$ cat config.mk
export PLATFORM = sky130hd
export DESIGN_NAME = kmc_npr
export DESIGN_NICKNAME = d
export VERILOG_FILES = /design/src/rtl/kmc_npr_pkg.sv /design/src/rtl/kmc_npr.sv
export SDC_FILE = /design/constraint.sdc
export NUM_CORES = 1
export LEC_CHECK = 0
export BUFFER_PORTS_ARGS = -buffer_cell sky130_fd_sc_hd__clkbuf_2
export CORE_MARGIN = 5
export CORE_UTILIZATION = 39
export CTS_CLUSTER_DIAMETER = 150
export CTS_CLUSTER_SIZE = 25
export DETAILED_ROUTE_END_ITERATION = 16
export PLACE_DENSITY_LB_ADDON = 0.15
export SLEW_MARGIN = 5
export SYNTH_ARGS = -nofsm -noshare
export SYNTH_HDL_FRONTEND = slang
export SYNTH_SLANG_ARGS = --single-unit
$ cat constraint.sdc
create_clock -name clk -period 1.45 [get_ports clk]
set_clock_uncertainty 0.15 [all_clocks]
set_input_delay 0.0725 -clock clk [delete_from_list [all_inputs] [get_ports clk]]
set_output_delay 0.0725 -clock clk [all_outputs]
set_load 0.1 [all_outputs]
$ cat src/rtl/kmc_npr_pkg.sv
// kmc_npr_pkg: shared types and constants for the KMC11 NPR (DMA) engine.
//   npr_state_e      - transfer sequencer states
//   NPR_TIMEOUT_DEF  - default clocks allowed without bus acknowledge
//   NPR_ADDR_W       - Unibus address width
//   NPR_DATA_W       - Unibus data width
package kmc_npr_pkg;

    localparam int unsigned NPR_TIMEOUT_DEF = 64;
    localparam int unsigned NPR_ADDR_W      = 18;
    localparam int unsigned NPR_DATA_W      = 16;

    typedef enum logic [1:0] {
        ST_IDLE    = 2'd0,
        ST_REQ     = 2'd1,
        ST_RELEASE = 2'd2
    } npr_state_e;

endpackage : kmc_npr_pkg

$ cat src/rtl/kmc_npr.sv
// kmc_npr: KMC11 non-processor-request engine. Runs one Unibus DATI/DATO
// cycle per microcode GO strobe and reports a missing acknowledge as NXM.
//   clk, rst          - clock and asynchronous active-low reset
//   kmcINIT           - synchronous initialize (same effect as reset)
//   kmcNPRGO          - start strobe, honoured only while idle
//   kmcNPROUT/BYTE    - direction (1 = DATO) and byte flag at GO
//   kmcNPRBA/kmcBAEO  - bus address bits 15:0 / 17:16 at GO
//   kmcNPRDATO        - write data at GO
//   kmcNPRDATI        - read data from the last successful DATI
//   kmcNPRBUSY        - transfer in progress
//   kmcSETNXM         - one-cycle pulse when the request times out
//   devREQO/devACKI   - bus request / acknowledge handshake
//   devADDRO/WRO/BYTEO/DATAO - latched transfer fields
//   devDATAI          - bus read data, valid while devACKI is high
module kmc_npr
    import kmc_npr_pkg::*;
#(
    parameter int unsigned TIMEOUT = NPR_TIMEOUT_DEF
) (
    input  logic                  clk,
    input  logic                  rst,
    input  logic                  kmcINIT,
    input  logic                  kmcNPRGO,
    input  logic                  kmcNPROUT,
    input  logic                  kmcNPRBYTE,
    input  logic [15:0]           kmcNPRBA,
    input  logic [1:0]            kmcBAEO,
    input  logic [NPR_DATA_W-1:0] kmcNPRDATO,
    output logic [NPR_DATA_W-1:0] kmcNPRDATI,
    output logic                  kmcNPRBUSY,
    output logic                  kmcSETNXM,
    output logic                  devREQO,
    input  logic                  devACKI,
    output logic [NPR_ADDR_W-1:0] devADDRO,
    output logic                  devWRO,
    output logic                  devBYTEO,
    output logic [NPR_DATA_W-1:0] devDATAO,
    input  logic [NPR_DATA_W-1:0] devDATAI
);

    localparam int unsigned       CNT_W    = $clog2(TIMEOUT);
    localparam logic [CNT_W-1:0]  CNT_LAST = CNT_W'(TIMEOUT - 1);

    npr_state_e            state_q, state_d;
    logic [CNT_W-1:0]      cnt_q,   cnt_d;
    logic                  req_q,   req_d;
    logic                  busy_q,  busy_d;
    logic                  nxm_q,   nxm_d;
    logic [NPR_ADDR_W-1:0] addr_q,  addr_d;
    logic                  wr_q,    wr_d;
    logic                  byte_q,  byte_d;
    logic [NPR_DATA_W-1:0] dato_q,  dato_d;
    logic [NPR_DATA_W-1:0] dati_q,  dati_d;

    // Next-state and next-output logic
    always_comb begin
        state_d = state_q;
        cnt_d   = cnt_q;
        req_d   = req_q;
        busy_d  = busy_q;
        nxm_d   = 1'b0;
        addr_d  = addr_q;
        wr_d    = wr_q;
        byte_d  = byte_q;
        dato_d  = dato_q;
        dati_d  = dati_q;

        if (kmcINIT) begin
            state_d = ST_IDLE;
            cnt_d   = '0;
            req_d   = 1'b0;
            busy_d  = 1'b0;
            addr_d  = '0;
            wr_d    = 1'b0;
            byte_d  = 1'b0;
            dato_d  = '0;
            dati_d  = '0;
        end else begin
            unique case (state_q)
                ST_IDLE: begin
                    if (kmcNPRGO) begin
                        addr_d  = {kmcBAEO, kmcNPRBA};
                        wr_d    = kmcNPROUT;
                        byte_d  = kmcNPRBYTE;
                        dato_d  = kmcNPRDATO;
                        cnt_d   = '0;
                        req_d   = 1'b1;
                        busy_d  = 1'b1;
                        state_d = ST_REQ;
                    end
                end
                ST_REQ: begin
                    // Acknowledge takes priority over an expiring timeout
                    if (devACKI) begin
                        req_d   = 1'b0;
                        state_d = ST_RELEASE;
                        if (!wr_q) begin
                            if (!byte_q) begin
                                dati_d = devDATAI;
                            end else if (addr_q[0]) begin
                                dati_d = {8'h00, devDATAI[15:8]};
                            end else begin
                                dati_d = {8'h00, devDATAI[7:0]};
                            end
                        end
                    end else if (cnt_q == CNT_LAST) begin
                        req_d   = 1'b0;
                        busy_d  = 1'b0;
                        nxm_d   = 1'b1;
                        state_d = ST_IDLE;
                    end else begin
                        cnt_d = cnt_q + CNT_W'(1);
                    end
                end
                ST_RELEASE: begin
                    // Slave must drop its acknowledge; no timeout here
                    if (!devACKI) begin
                        busy_d  = 1'b0;
                        state_d = ST_IDLE;
                    end
                end
                default: begin
                    req_d   = 1'b0;
                    busy_d  = 1'b0;
                    state_d = ST_IDLE;
                end
            endcase
        end
    end

    // State and output registers
    always_ff @(posedge clk or negedge rst) begin
        if (!rst) begin
            state_q <= ST_IDLE;
            cnt_q   <= '0;
            req_q   <= 1'b0;
            busy_q  <= 1'b0;
            nxm_q   <= 1'b0;
            addr_q  <= '0;
            wr_q    <= 1'b0;
            byte_q  <= 1'b0;
            dato_q  <= '0;
            dati_q  <= '0;
        end else begin
            state_q <= state_d;
            cnt_q   <= cnt_d;
            req_q   <= req_d;
            busy_q  <= busy_d;
            nxm_q   <= nxm_d;
            addr_q  <= addr_d;
            wr_q    <= wr_d;
            byte_q  <= byte_d;
            dato_q  <= dato_d;
            dati_q  <= dati_d;
        end
    end

    assign kmcNPRDATI = dati_q;
    assign kmcNPRBUSY = busy_q;
    assign kmcSETNXM  = nxm_q;
    assign devREQO    = req_q;
    assign devADDRO   = addr_q;
    assign devWRO     = wr_q;
    assign devBYTEO   = byte_q;
    assign devDATAO   = dato_q;

endmodule : kmc_npr

==> run metrics <==
total routing usage reported by global routing=19.0%; fmax=0.646 GHz; Clock Sinks=63; first drt pass iteration count=4; Die H=roughly 93 µm; Syn Std Cell Area=~2700 µm²; post-synthesis compound-gate area fraction=about 16%; initial antenna violation count=0; crit path kind=register to register; Avg WL per Cell=between 15 and 20 µm; Critical Path Start=state_q[1]; Tcrit/Tclk final=107%; worst setup margin=-0.0971 ns; final hold viol count=1; post-synthesis xor/xnor area fraction=0.648%; DRT iter0 DRCs=approximately 120; Synth Area in Adders=less than 1%; hold crit path type=input port to register; Arr. time, crit path=between 1.5 and 2 ns; Leak=about 2.5 nW; IO Count=between 100 and 150; first-pass GRT wire length=13.0 mm; Synth warnings=0; total length of routed wires=9.45 mm; Worst Setup Start Kind=register; grt total ovfl=0; num rows=30; vias in the first global route=2,716; GP Congestion=0.771; measured slew at the worst slew-check pin=0.562 ns; Required @ worst endpoint=between 1.5 and 2 ns; Clock Pin Slew Worst Setup and Hold Paths=roughly 0.070 ns; H-tree depth=3; Clock Latency Late Sink=between 0.3 and 0.4 ns; mux cell area share after synthesis=approximately 3.0%; violated checks=hold timing, setup timing; Finished Layout Cells=561; Yosys reg bits=63; Max Cap Viol=0; minimum clock period=around 1.5 ns; Layout area overhead=82.5%; reg2reg start=state_q[1]; die span in x=just over 90 µm; largest net degree at the start of global routing=28; maximum clock insertion buffer count=2; root buf cell=clkbuf_8; # port buffers=roughly 110; Pwr Density=between 1000 and 1500 nW/µm²; largest family of logic cells by synthesized area=simple AND/OR/NAND/NOR gates; CTS tree=done; Residual DRC=0; Max-slew headroom=a little over three fifths; Final setup viols=51; via/cell ratio=about 5; TritonCTS Buffers=9; hold_ws=-0.00423 ns; sequential-to-total area share from yosys stat=between 50% and 60%; maximum vdd drop=roughly 0.00061 V; dpl cells=472; Syn Nets=330; Routed Antenna Nets=0; ant diodes=0; worst-path fanout max=6; fill count=470; Avg Cell Area, Syn=9.94 µm²; simple-gate share of the synthesized area=a little under a fifth; Initial Utilization=roughly 40%; synth unique cells=32; fin util=about 73%; Final Slew Violations=0; die area=just under 9000 µm²; core area=6760 µm²; proportion of layout cells with a drive suffix above 1=between 50% and 60%; RSZ-0062 raised after global routing=true; Syn Inst Count=about 270; post-detail-place hpwl=between 5 and 6 mm; outcome=finished with violations; Setup crit end kind=register; launch point of the worst hold path=devACKI; fin nets=between 500 and 600; routed vias=~2,900
logic make-up (layout without fill, tap and decap cells):
logic type | count (synthesis) | after routing
and+or+nand+nor | 109 | 109
AOI/OAI and AO/OA | 73 | 75
DFF | 63 | 63
buffers and inverters | 16 | 223
muxes | 8 | 8
xor gates and xnor gates | 2 | 2
adders and majority gates | 1 | 1
worst max-delay path: stages (launching register included):
cell and delay [ns]:
dfrtp_2 0.47, nor2b_4 0.16, nor2b_4 0.21, buf_6 0.14, clkbuf_16 0.16, nand2_2 0.06
a21oi_2 0.13
cells in the mapped netlist, drive strengths merged:
cell type	number	share of area, %
nor2	5	0.97
nand2	82	11
o31ai	8	2.2
or3b	1	0.32
a22o	8	2.6
or2	2	0.46
dfrtp	63	58
nor2b	3	0.79
and2b	1	0.28
clkbuf	5	0.69
buf	10	2.5
o21bai	2	0.56
mux2i	8	3.0
nand4	1	0.23
o211ai	1	0.28
nor3b	1	0.46
nor3	2	0.37
nand2b	6	1.9
o21ai	12	2.2
nand3	5	0.93
a21oi	41	8.0
o22ai	1	0.23
inv	1	0.14
ha	1	0.46
xnor2	2	0.65
state kept, by name, indices dropped and copies added (netlist names), 2 cells and up:
name        cells
devDATAO       16
state_q         2
devADDRO       18
cnt_q           6
kmcNPRDATI     16
layout make-up:
type	instances	area, µm²	share of cell area (%)
inverters	1	3.75	0.0761
multi-input cells	195	1440	29.2
flip-flops and latches	63	1590	32.2
clock inverters	3	42.5	0.862
repair buffers	206	1600	32.4
well taps	80	100	2.03
clock buffers	13	159	3.22
layer usage:
metal  global-route usage [%]  part of all wire, %  vias up
met5                        0                    0        -
met4                     5.62                  1.5        0
met3                     6.19                  7.0       16
met2                     31.6                   52       92
met1                     23.5                   39     1409
li1                         -                    -     1337
cell usage in the layout, fill, tap and decap left out, drive strengths merged, types with 6 or more instances in the layout:
| cell type | netlist | final |
|---|---|---|
| clkbuf | 5 | 120 |
| nand2 | 82 | 82 |
| dfrtp | 63 | 63 |
| dlygate4sd3 | 0 | 56 |
| a21oi | 41 | 43 |
| buf | 10 | 43 |
| o21ai | 12 | 12 |
| mux2i | 8 | 8 |
| a22o | 8 | 8 |
| o31ai | 8 | 8 |
| nand2b | 6 | 6 |
power by group:
group / internal [mW] / total (mW) / switching [mW]
registers: 1.86 / 1.93 / 0.0693
clock network: 0.887 / 1.56 / 0.676
logic: 0.540 / 1.73 / 1.19
path summary, 6_finish.rpt:
path,endpoint,slack [ns],depth (start not counted)
worst max-delay path,devDATAO[1],-0.1,6
worst min-delay path,kmcSETNXM,-0.004,4
worst max register to register,devDATAO[1],-0.1,6
worst min register to register,kmcNPRDATI[1],0.34,2
max in group asynchronous,state_q[0],0.59,3
min in group asynchronous,devBYTEO,0.06,2
per-stage QoR:
step	cell area (µm²)	TNS, ns	worst slack (ns)	total power [mW]
after floorplan	2730	-1.88	-0.130	2.90
after global placement	3560	-2.63	-0.0720	3.25
after detailed placement	3560	-3.41	-0.111	3.26
after CTS	4350	-0.983	-0.0734	4.95
after global routing	4930	-6.51	-0.177	5.42
final	4930	-2.94	-0.0971	5.22
repair_timing:
| action | in CTS | in global routing |
|---|---|---|
| pin swaps | 8 | 66 |
| setup buffers | 3 | 6 |
| endpoints found under the hold margin | 118 | 2 |
| hold buffers | 54 | 2 |
| endpoints found under the setup margin | 55 | 61 |
| gates cloned | 1 | 7 |
| resized for setup | 5 | 115 |
Note: power is estimated with default switching activity, not from simulation.
